<file path="src/rtl/aes_ctr_source.sv">
// -----------------------------------------------------------------------------
// aes_ctr_source
//
// Upstream feeder for the pipelined AES-256 CTR stage. A message starts with a
// 128-bit initial counter block (IV). A stream of 32-bit plaintext words
// follows, and this block packs those words four at a time into 128-bit
// blocks. Each block is tagged with its own counter value.
//
// Ports:
//   clk, rst_n          clock and asynchronous active-low reset
//   iv_valid/iv_ready   IV handshake; iv is the message's initial counter
//   s_valid/s_ready     word stream handshake; s_data word, s_last ends message
//   m_valid/m_ready     block handshake toward the AES stage
//   m_block             packed plaintext, word 0 in [127:96], unused words 0
//   m_ctr               counter block belonging to m_block
//   m_words             number of valid words in m_block (1..4)
//   m_last              m_block closes the message
//   ctr_wrap            sticky: the incrementing counter field wrapped
// -----------------------------------------------------------------------------
module aes_ctr_source #(
    parameter int CTR_WIDTH = 32
) (
    input  logic         clk,
    input  logic         rst_n,
    input  logic         iv_valid,
    output logic         iv_ready,
    input  logic [127:0] iv,
    input  logic         s_valid,
    output logic         s_ready,
    input  logic [31:0]  s_data,
    input  logic         s_last,
    output logic         m_valid,
    input  logic         m_ready,
    output logic [127:0] m_block,
    output logic [127:0] m_ctr,
    output logic [2:0]   m_words,
    output logic         m_last,
    output logic         ctr_wrap
);

    localparam logic [1:0] ST_IDLE  = 2'd0;
    localparam logic [1:0] ST_PACK  = 2'd1;
    localparam logic [1:0] ST_DRAIN = 2'd2;

    // Ones over the low CTR_WIDTH bits: the part of the counter that counts.
    function automatic logic [127:0] ctr_mask_f();
        logic [127:0] m;
        m = 128'd0;
        for (int i = 0; i < 128; i++) begin
            m[i] = (i < CTR_WIDTH);
        end
        return m;
    endfunction

    localparam logic [127:0] CTR_MASK = ctr_mask_f();

    logic [1:0]   state_r;
    logic [1:0]   idx_r;
    logic [127:0] ctr_r;
    logic [127:0] asm_r;

    logic [127:0] asm_next_s;
    logic [127:0] ctr_inc_s;
    logic         low_ones_s;
    logic         accept_s;
    logic         complete_s;
    logic         out_fire_s;

    // Handshake readiness. s_ready looks at m_ready directly, so a block
    // leaving the output register makes room for a new one in the same cycle.
    always_comb begin
        iv_ready = 1'b0;
        s_ready  = 1'b0;
        if (state_r == ST_IDLE) begin
            iv_ready = 1'b1;
        end else if (state_r == ST_PACK) begin
            s_ready = !m_valid || m_ready;
        end else begin
            iv_ready = 1'b0;
            s_ready  = 1'b0;
        end
    end

    assign accept_s   = s_valid && s_ready;
    assign complete_s = accept_s && ((idx_r == 2'd3) || s_last);
    assign out_fire_s = m_valid && m_ready;

    // Only the counting field advances; the upper bits are carried through.
    assign ctr_inc_s  = (ctr_r & ~CTR_MASK) | ((ctr_r + 128'd1) & CTR_MASK);
    assign low_ones_s = ((ctr_r & CTR_MASK) == CTR_MASK);

    // Insert the incoming word at its big-endian slot. The assembly register
    // is cleared after every block, so slots not yet written read as zero.
    always_comb begin
        asm_next_s = asm_r;
        case (idx_r)
            2'd0:    asm_next_s[127:96] = s_data;
            2'd1:    asm_next_s[95:64]  = s_data;
            2'd2:    asm_next_s[63:32]  = s_data;
            2'd3:    asm_next_s[31:0]   = s_data;
            default: asm_next_s = asm_r;
        endcase
    end

    // Message sequencing: IV load, word packing, counter advance, drain.
    always_ff @(posedge clk or negedge rst_n) begin
        if (!rst_n) begin
            state_r  <= ST_IDLE;
            idx_r    <= 2'd0;
            ctr_r    <= 128'd0;
            asm_r    <= 128'd0;
            ctr_wrap <= 1'b0;
        end else begin
            case (state_r)
                ST_IDLE: begin
                    if (iv_valid) begin
                        ctr_r    <= iv;
                        idx_r    <= 2'd0;
                        asm_r    <= 128'd0;
                        ctr_wrap <= 1'b0;
                        state_r  <= ST_PACK;
                    end
                end
                ST_PACK: begin
                    if (complete_s) begin
                        asm_r <= 128'd0;
                        idx_r <= 2'd0;
                        ctr_r <= ctr_inc_s;
                        if (low_ones_s) begin
                            ctr_wrap <= 1'b1;
                        end
                        if (s_last) begin
                            state_r <= ST_DRAIN;
                        end
                    end else if (accept_s) begin
                        asm_r <= asm_next_s;
                        idx_r <= idx_r + 2'd1;
                    end
                end
                ST_DRAIN: begin
                    // Returning to IDLE only after the final block leaves
                    // keeps a single message in flight.
                    if (out_fire_s) begin
                        state_r <= ST_IDLE;
                    end
                end
                default: begin
                    state_r <= ST_IDLE;
                end
            endcase
        end
    end

    // Output register: loads on completion (even while the previous block is
    // leaving, giving no bubble), otherwise holds until taken.
    always_ff @(posedge clk or negedge rst_n) begin
        if (!rst_n) begin
            m_valid <= 1'b0;
            m_block <= 128'd0;
            m_ctr   <= 128'd0;
            m_words <= 3'd0;
            m_last  <= 1'b0;
        end else begin
            if (complete_s) begin
                m_valid <= 1'b1;
                m_block <= asm_next_s;
                m_ctr   <= ctr_r;
                m_words <= {1'b0, idx_r} + 3'd1;
                m_last  <= s_last;
            end else if (out_fire_s) begin
                m_valid <= 1'b0;
            end
        end
    end

endmodule

</file>
<file path="config.mk">
export PLATFORM = sky130hd
export DESIGN_NAME = aes_ctr_source
export DESIGN_NICKNAME = d
export VERILOG_FILES = /design/src/rtl/aes_ctr_source.sv
export SDC_FILE = /design/constraint.sdc
export NUM_CORES = 1
export LEC_CHECK = 0
export ABC_AREA = 1
export CORE_MARGIN = 1
export CORE_UTILIZATION = 52
export CTS_CLUSTER_DIAMETER = 120
export DETAILED_ROUTE_END_ITERATION = 8
export PLACE_DENSITY = 0.8
export SYNTH_ARGS = -nofsm -noshare
export SYNTH_HDL_FRONTEND = slang
export SYNTH_SLANG_ARGS = --single-unit
</file>
<file path="constraint.sdc">
create_clock -name clk -period 2.3 [get_ports clk]
set_input_delay 0.23 -clock clk [delete_from_list [all_inputs] [get_ports clk]]
set_output_delay 0.23 -clock clk [all_outputs]
set_load 0.05 [all_outputs]
</file>
## After elaboration in Yosys (flattened, before gate mapping)

Cells that the tools add are included.

| storage, ports and cells | value |
|---|---|
| logic and storage cells | 69 |
| input bits | 166 |
| output and inout bits | 264 |
| bits in registers | 522 |

| operators by class | value |
|---|---|
| reductions and logical operators | 14 |
| eq/ne operators | 12 |
| bitwise gates (word level) | 1 |
| add/sub/neg operators | 3 |
| mux-type cells | 29 |

Operators by type and width:

| cell | number |
|---|---|
| 128-bit 2-to-1 mux | 5 |
| 128-bit one-hot mux with 2 select lines | 2 |
| 32-bit 2-to-1 mux | 4 |
| 128-bit by 32-bit OR with 128-bit output | 1 |
| 32-bit by 1-bit adder with 32-bit output (second input constant) | 1 |
| 32-bit equality test (second input constant) | 1 |
| 2-bit 2-to-1 mux | 7 |
| 2-bit != test (second input constant) | 5 |
| 1-bit 2-to-1 mux | 8 |
| 4-bit AND reduction | 2 |
| 2-bit equality test (second input constant) | 3 |
| 2-bit one-hot mux with 3 select lines | 1 |
| 3-bit AND reduction | 2 |
| 2-bit by 1-bit equality test with 1-bit output (second input constant) | 2 |
| 2-bit logical NOT | 2 |
| 2-bit one-hot mux with 2 select lines | 1 |
| 2-bit nonzero test | 2 |
| 2-bit by 1-bit adder with 3-bit output (second input constant) | 1 |
| 1-bit logical AND | 3 |
| 3-bit != test (second input constant) | 1 |
| 2-bit by 1-bit adder with 2-bit output (second input constant) | 1 |
| 1-bit logical OR | 2 |
| 1-bit one-hot mux with 2 select lines | 1 |
| 1-bit logical NOT | 1 |

## Depth between registers and ports, before layout

Gate-level depths: netlist of run 1.

| depth | value |
|---|---|
| word-level depth | 8 |
| gate-level depth with buffers | 10 |
| gate-level depth less buffers | 10 |

## Least setup slack after synthesis of run 1

Ideal clock, no wire load.

| timing | value |
|---|---|
| kind | reg2reg |
| start | register m_valid |
| end | register m_block[100] |
| data arrival time | 1771 ps |
| path slack | 402 ps |
| period minus slack after synthesis | 1898 ps |
| cell stages (with the launch flop) | 7 |
| library setup time | 127 ps |
| data required time | 2173 ps |
| buffers on the path | 2 |
| path through | dfrtp_1 a21oi_4 nand3_4 buf_2 clkbuf_1 nand2_1 o21ai_0 |

| on the way | value |
|---|---|
| word-level cells in the longest chain between the ends | 6 |

RTL lines:

| what | line | text |
|---|---|---|
| start, declared | 32 | `output logic m_valid,` |
| start signal, assigned | 158 | `m_valid <= 1'b0;` |
| start signal, assigned | 165 | `m_valid <= 1'b1;` |
| start signal, assigned | 171 | `m_valid <= 1'b0;` |
| 1-bit logical NOT | 77 | `s_ready = !m_valid \|\| m_ready;` |
| 1-bit logical OR | 77 |  |
| 1-bit 2-to-1 mux | 76 | `end else if (state_r == ST_PACK) begin` |
| 1-bit 2-to-1 mux | 74 | `if (state_r == ST_IDLE) begin` |
| via s_ready | 29 | `output logic s_ready,` |
| 1-bit logical AND | 84 | `assign accept_s = s_valid && s_ready;` |
| 1-bit logical AND | 85 | `assign complete_s = accept_s && ((idx_r == 2'd3) \|\| s_last);` |
| end signal, assigned | 166 | `m_block <= asm_next_s;` |
| end, declared | 34 | `output logic [127:0] m_block,` |

The timed path passes the listed nets, and every way through them passes these cells.
A chain may end at the register's enable or synchronous reset.

## Final worst setup path of run 1

| timing | value |
|---|---|
| start | register ctr_wrap |
| end | output ctr_wrap |

RTL lines:

| what | line | text |
|---|---|---|
| start, declared | 38 | `output logic ctr_wrap` |
| start signal, assigned | 112 | `ctr_wrap <= 1'b0;` |
| start signal, assigned | 120 | `ctr_wrap <= 1'b0;` |
| start signal, assigned | 130 | `ctr_wrap <= 1'b1;` |

No word-level cell between the ends.

==> results.cfg, run 1 <==
[run_status]
status = completed

[synthesis]
synth_top_family_by_area = simple AND/OR/NAND/NOR gates
async_flop_share_pct = 100
synth.area.mux_share_pct = 0
seq_area_frac_synth_pct = 59.4
synthAdderAreaFrac_pct = 0.284
synth_compound_area_share_pct = 12.9
synth_edf_count = 0
synth-seq-cells = 522
synth_ff_type = dfrtp_1
netlist_area_sq_um = 22000
synth_xor_area_share_pct = 0.119
yosysUniqueCellTypes = 29
syn-num-nets = 2766
synth.avg_cell_area_sq_um = 8.48
synth_cells = 2595
synthSimpleGateAreaFrac_pct = 18.5
ys_warn_count = 0

[clocking]
ctsLongestPathBuffers = 3
clock_latency_ns = 0.60
clkTransAtPathRegs_ns = 0.06
cts_buffers = 54
clockRootBuffer = clkbuf_16
htree_levels = 2
cts_tree = yes
cts.sinks = 522
post_cts_buffers = 0

[power]
powerDensity_nw_per_um2 = 1600
total_power_uw = 46300
p_leak_uw = 0.0134
vdd_drop_max_v = 0.00103

[sta]
maxSlewViolCount = 0
finalSetupTns_ns = 0
slew-limit-headroom_pct = 41.3
fin_ws_ns = 0.133
rsz0062_at_grt = false
setup_viol = 0
clock.fmax_mhz = 461
min_period_ns = 2.17
fin_crit_sh_pct = 94.2
skew_ns = 0.0166
tightest_slew_ns = 0.879
hold_violations = 0
worst_hold_slack_ns = 0.159

[worst_setup_path]
path_max_fanout = 2
worst_setup_path_start_kind = register
critPathCaptureType = output pin
cp.depth = 1
timing.reg2reg.setup_slack_ns = 0.17
critPathTopFamily = buffers and inverters
worst-path-buf-inv = 1
rr_worst_depth = 7
cp.required_ns = 2.07
critPathKind = register to output pin
crit_slowest_cell = clkdlybuf4s50_1
max_stage_delay_ns = 0.86
arrival_ns = 1.94
crit_path_cell_trace = clkdlybuf4s50_1

[global_routing]
grt_pass1_wl_um = 103000
grt_antenna_before_repair = 4
grtUsageTotal_pct = 30.2
grt_pass1_vias = 19300
grt_max_degree = 133
grt.overflow.total = 0

[worst_hold_path]
holdCritPathClass = primary input to register
worstHoldPathCells = 3

[flow_run]
drv_cap = 0

[detailed_routing]
antenna_left = 0
first_pass_iters = 5
drtIter0Drc = 1698
vias = 19000
drc = 0
drt_wl_total_um = 64400
post_drt_wl_per_cell_um = 18.0
viasPerCell = 5.33

[placement]
dp_hpwl_um = 43700
io_buffers = 429
dp_slack_ns = 0.0774
gp_congestion = 0.881

[finish]
syn2layout_area_growth_pct = 31.7
drive_gt1_share_pct = 5.44
final_common_cell = nand2_1
nNetsFinal = 3162
final_core_util_pct = 70.2
final_cell_mix = nand2_1 (905), dfrtp_1 (522), clkdlybuf4s50_1 (424)

[die]
core_sq_um = 41300
die_h_um = 208
rows = 74
die_x_um = 208
start_util_pct = 53.3
io_pins = 430
dieArea_sq_um = 43100
registers in the layout, indices dropped and copies added, names as in the netlist:
name      count
m_ctr       128
m_last        1
state_r       2
ctr_r       128
ctr_wrap      1
m_valid       1
m_words       3
asm_r       128
idx_r         2
m_block     128
metrics by stage:
stage	instance area [sq um]	std cells
after CTS	29000	3567
final	29000	3569
after detailed placement	27100	3466
after floorplan	22000	2595
after global placement	27100	3466
after global routing	29000	3568
worst paths after layout:
path,startpoint,to
setup / recovery,ctr_wrap$_DFFE_PN0P_,ctr_wrap
hold / removal,iv[123],ctr_r[123]$_DFFE_PN0P_
setup reg to reg,idx_r[0]$_DFFE_PN0P_,ctr_r[14]$_DFFE_PN0P_
hold reg to reg,m_ctr[113]$_DFFE_PN0P_,m_ctr[113]$_DFFE_PN0P_
max in group asynchronous,rst_n,m_ctr[113]$_DFFE_PN0P_
min in group asynchronous,rst_n,m_block[90]$_DFFE_PN0P_
cell type report:
cell class | count | area (sq um)
sequential | 522 | 13100
multi-input combinational | 1590 | 7020
timing repair buffer | 485 | 5050
clock buffer | 83 | 1600
antenna | 2 | 5.00
inverter | 338 | 1270
fill | 3057 | 12300
tap | 532 | 666
clock inverter | 17 | 298
cell usage after synthesis (2+ instances only):
cell type    n  area [sq um]
a21oi_1     16          80.1
a31oi_1      2          12.5
buf_1        2          7.51
buf_2       69           345
buf_4       11          82.6
clkbuf_1    62           233
dfrtp_1    522         13100
ha_1         5          62.6
inv_1      334          1250
inv_2        4          15.0
nand2_1    907          3400
nand2_2      2          12.5
nand3_1     42           210
nand3_2      2          20.0
nor2_1      90           338
nor2_4       3          33.8
o21ai_0    237          1190
o21ai_1    140           701
o22ai_1    131           820
or2_2        3          18.8
xor2_1       3          26.3
metal layers:
metal	vias to the layer above	global-route usage (%)	wire [um]	part of all wire, %
li1	8949	-	-	-
met1	9117	38.2	25800	40
met2	808	49.4	30300	47
met3	141	8.38	6060	9.4
met4	2	11.9	2220	3.4
met5	-	0	13	0.020
tightest hold or removal path, delay by kind of cell:
kind                   cells  cell delay (ns)
buffers and inverters      1             0.39
and+or+nand+nor            2             0.10
repair_timing:
item,CTS,global route
hold buffers,1,0
endpoints found under the setup margin,1,0
hold endpoints to repair,42,0
resized for setup,1,0
power breakdown:
group / internal, uW / switching (uW)
Sequential: 12800 / 2220
Combinational: 6770 / 15100
Clock: 5680 / 3680
Total: 25300 / 21000
kinds of logic after synthesis:
logic type | after synthesis
compound gates | 529
flops | 522
xor+xnor | 3
fa+ha+maj | 5
simple gates | 1053
buf+inv | 483
No activity file was read; power rests on OpenSTA's default activity.
==> inputs of run 2 (changes only) <==
CORE_ASPECT_RATIO = 0.9   (was not set)
==> results.cfg, run 2 (synthesis results as in run 1) <==
[finish]
nNetsFinal = 3148
final_common_cell = nand2_1
final_cell_mix = nand2_1 (905), dfrtp_1 (522), clkdlybuf4s50_1 (422)
final_core_util_pct = 68.8
syn2layout_area_growth_pct = 30.5
drive_gt1_share_pct = 5.10

[worst_setup_path]
r2r-end = ctr_r[18]$_DFFE_PN0P_
critPathTopFamily = buffers and inverters
rr_worst_depth = 10
path_max_fanout = 2
r2r_start = ctr_r[1]$_DFFE_PN0P_
crit_path_cell_trace = clkdlybuf4s50_1
critPathCaptureType = output pin
max_stage_delay_ns = 0.87
worst-path-buf-inv = 1
arrival_ns = 1.96
worst_setup_path_start_kind = register
cp.required_ns = 2.07
critPathKind = register to output pin
crit_slowest_cell = clkdlybuf4s50_1
timing.reg2reg.setup_slack_ns = 0.31

[placement]
gp_congestion = 0.898
dp_hpwl_um = 43400
io_buffers = 429

[clocking]
cts_tree = yes
clockRootBuffer = clkbuf_16
cts_hold_buf = 1
cts_repair_resize_count = 0
htree_levels = 2
post_cts_buffers = 0
clock_latency_ns = 0.60
clkTransAtPathRegs_ns = 0.06
cts.sinks = 522
ctsLongestPathBuffers = 3
cts_buffers = 53

[sta]
maxSlewViolCount = 0
slew-limit-headroom_pct = 49.4
rsz0062_at_grt = false
min_period_ns = 2.19
skew_ns = 0.0129
setup_viol = 0
finalSetupTns_ns = 0
fin_crit_sh_pct = 95.4
clock.fmax_mhz = 456
hold_violations = 0
tightest_slew_ns = 0.759

[global_routing]
grt.overflow.total = 0
grt_pass1_vias = 18800
grtUsageTotal_pct = 29.8
grt_pass1_wl_um = 101000
grt_antenna_before_repair = 4
grt_max_degree = 147

[worst_hold_path]
holdCritPathClass = primary input to register
worstHoldPathCells = 3
holdCritStartpoint = iv[80]
hold_end = ctr_r[80]$_DFFE_PN0P_

[die]
start_util_pct = 52.7
rows = 71
dieArea_sq_um = 43100
io_pins = 430
die_h_um = 197
die_x_um = 219
core_sq_um = 41800

[detailed_routing]
viasPerCell = 5.32
antenna_left = 0
drtIter0Drc = 1614
drt_wl_total_um = 64000
vias = 19000
drc = 0
post_drt_wl_per_cell_um = 17.9
first_pass_iters = 5

[power]
p_leak_uw = 0.0133
powerDensity_nw_per_um2 = 1590
vdd_drop_max_v = 0.00106

[flow_run]
drv_cap = 0

[run_status]
status = completed
## run 2: how the worst max path moves through the flow
stage | endpoint | depth (start not counted) | start | slack, ns
2_1_floorplan | m_block[100]$_DFFE_PN0P_ | 6 | m_valid$_DFFE_PN0P_ | 0.40
6_report | m_ctr[127] | 1 | m_ctr[127]$_DFFE_PN0P_ | 0.11
5_1_grt | m_ctr[127] | 1 | m_ctr[127]$_DFFE_PN0P_ | 0.09
4_1_cts | m_ctr[127] | 1 | m_ctr[127]$_DFFE_PN0P_ | 0.07
3_3_place_gp | ctr_r[1]$_DFFE_PN0P_ | 8 | m_ready | 0.28
3_5_place_dp | ctr_r[2]$_DFFE_PN0P_ | 8 | m_ready | 0.17
## run 2: report_power, final
part | switching (uW) | leakage (uW) | internal, uW
clock network | 3590 | 0.000904 | 5420
logic | 15000 | 0.00557 | 6630
registers | 2320 | 0.00680 | 12800
## run 2: per-layer routing
| metal | share of wire [%] | vias up | global-route usage, % | routed length, um |
|---|---|---|---|---|
| li1 | - | 8890 | - | - |
| met1 | 40 | 9195 | 39.0 | 25800 |
| met2 | 47 | 738 | 47.2 | 29900 |
| met3 | 9.4 | 147 | 8.71 | 6020 |
| met4 | 3.4 | 6 | 11.0 | 2190 |
| met5 | 0.061 | - | 0 | 39 |
## run 2: area by class of cell
type	instances	area (sq um)
Antenna cell	2	5.00
Clock buffer	81	1590
Clock inverter	15	236
Fill cell	3269	13000
Inverter	338	1270
Multi-Input combinational cell	1590	7020
Sequential cell	522	13100
Tap cell	547	684
Timing Repair Buffer	472	4830
## run 2: per-stage QoR
stage	area, sq um	power (uW)	setup slack, ns	hold slack, ns	cells
after global placement	26900	36100	0.277	0.240	3468
after CTS	28700	45900	0.0675	0.146	3565
final	28700	45800	0.107	0.171	3567
after detailed placement	26900	36700	0.173	0.241	3468
after floorplan	22000	29000	0.402	-0.0656	2595
after global routing	28700	48200	0.0881	0.162	3566
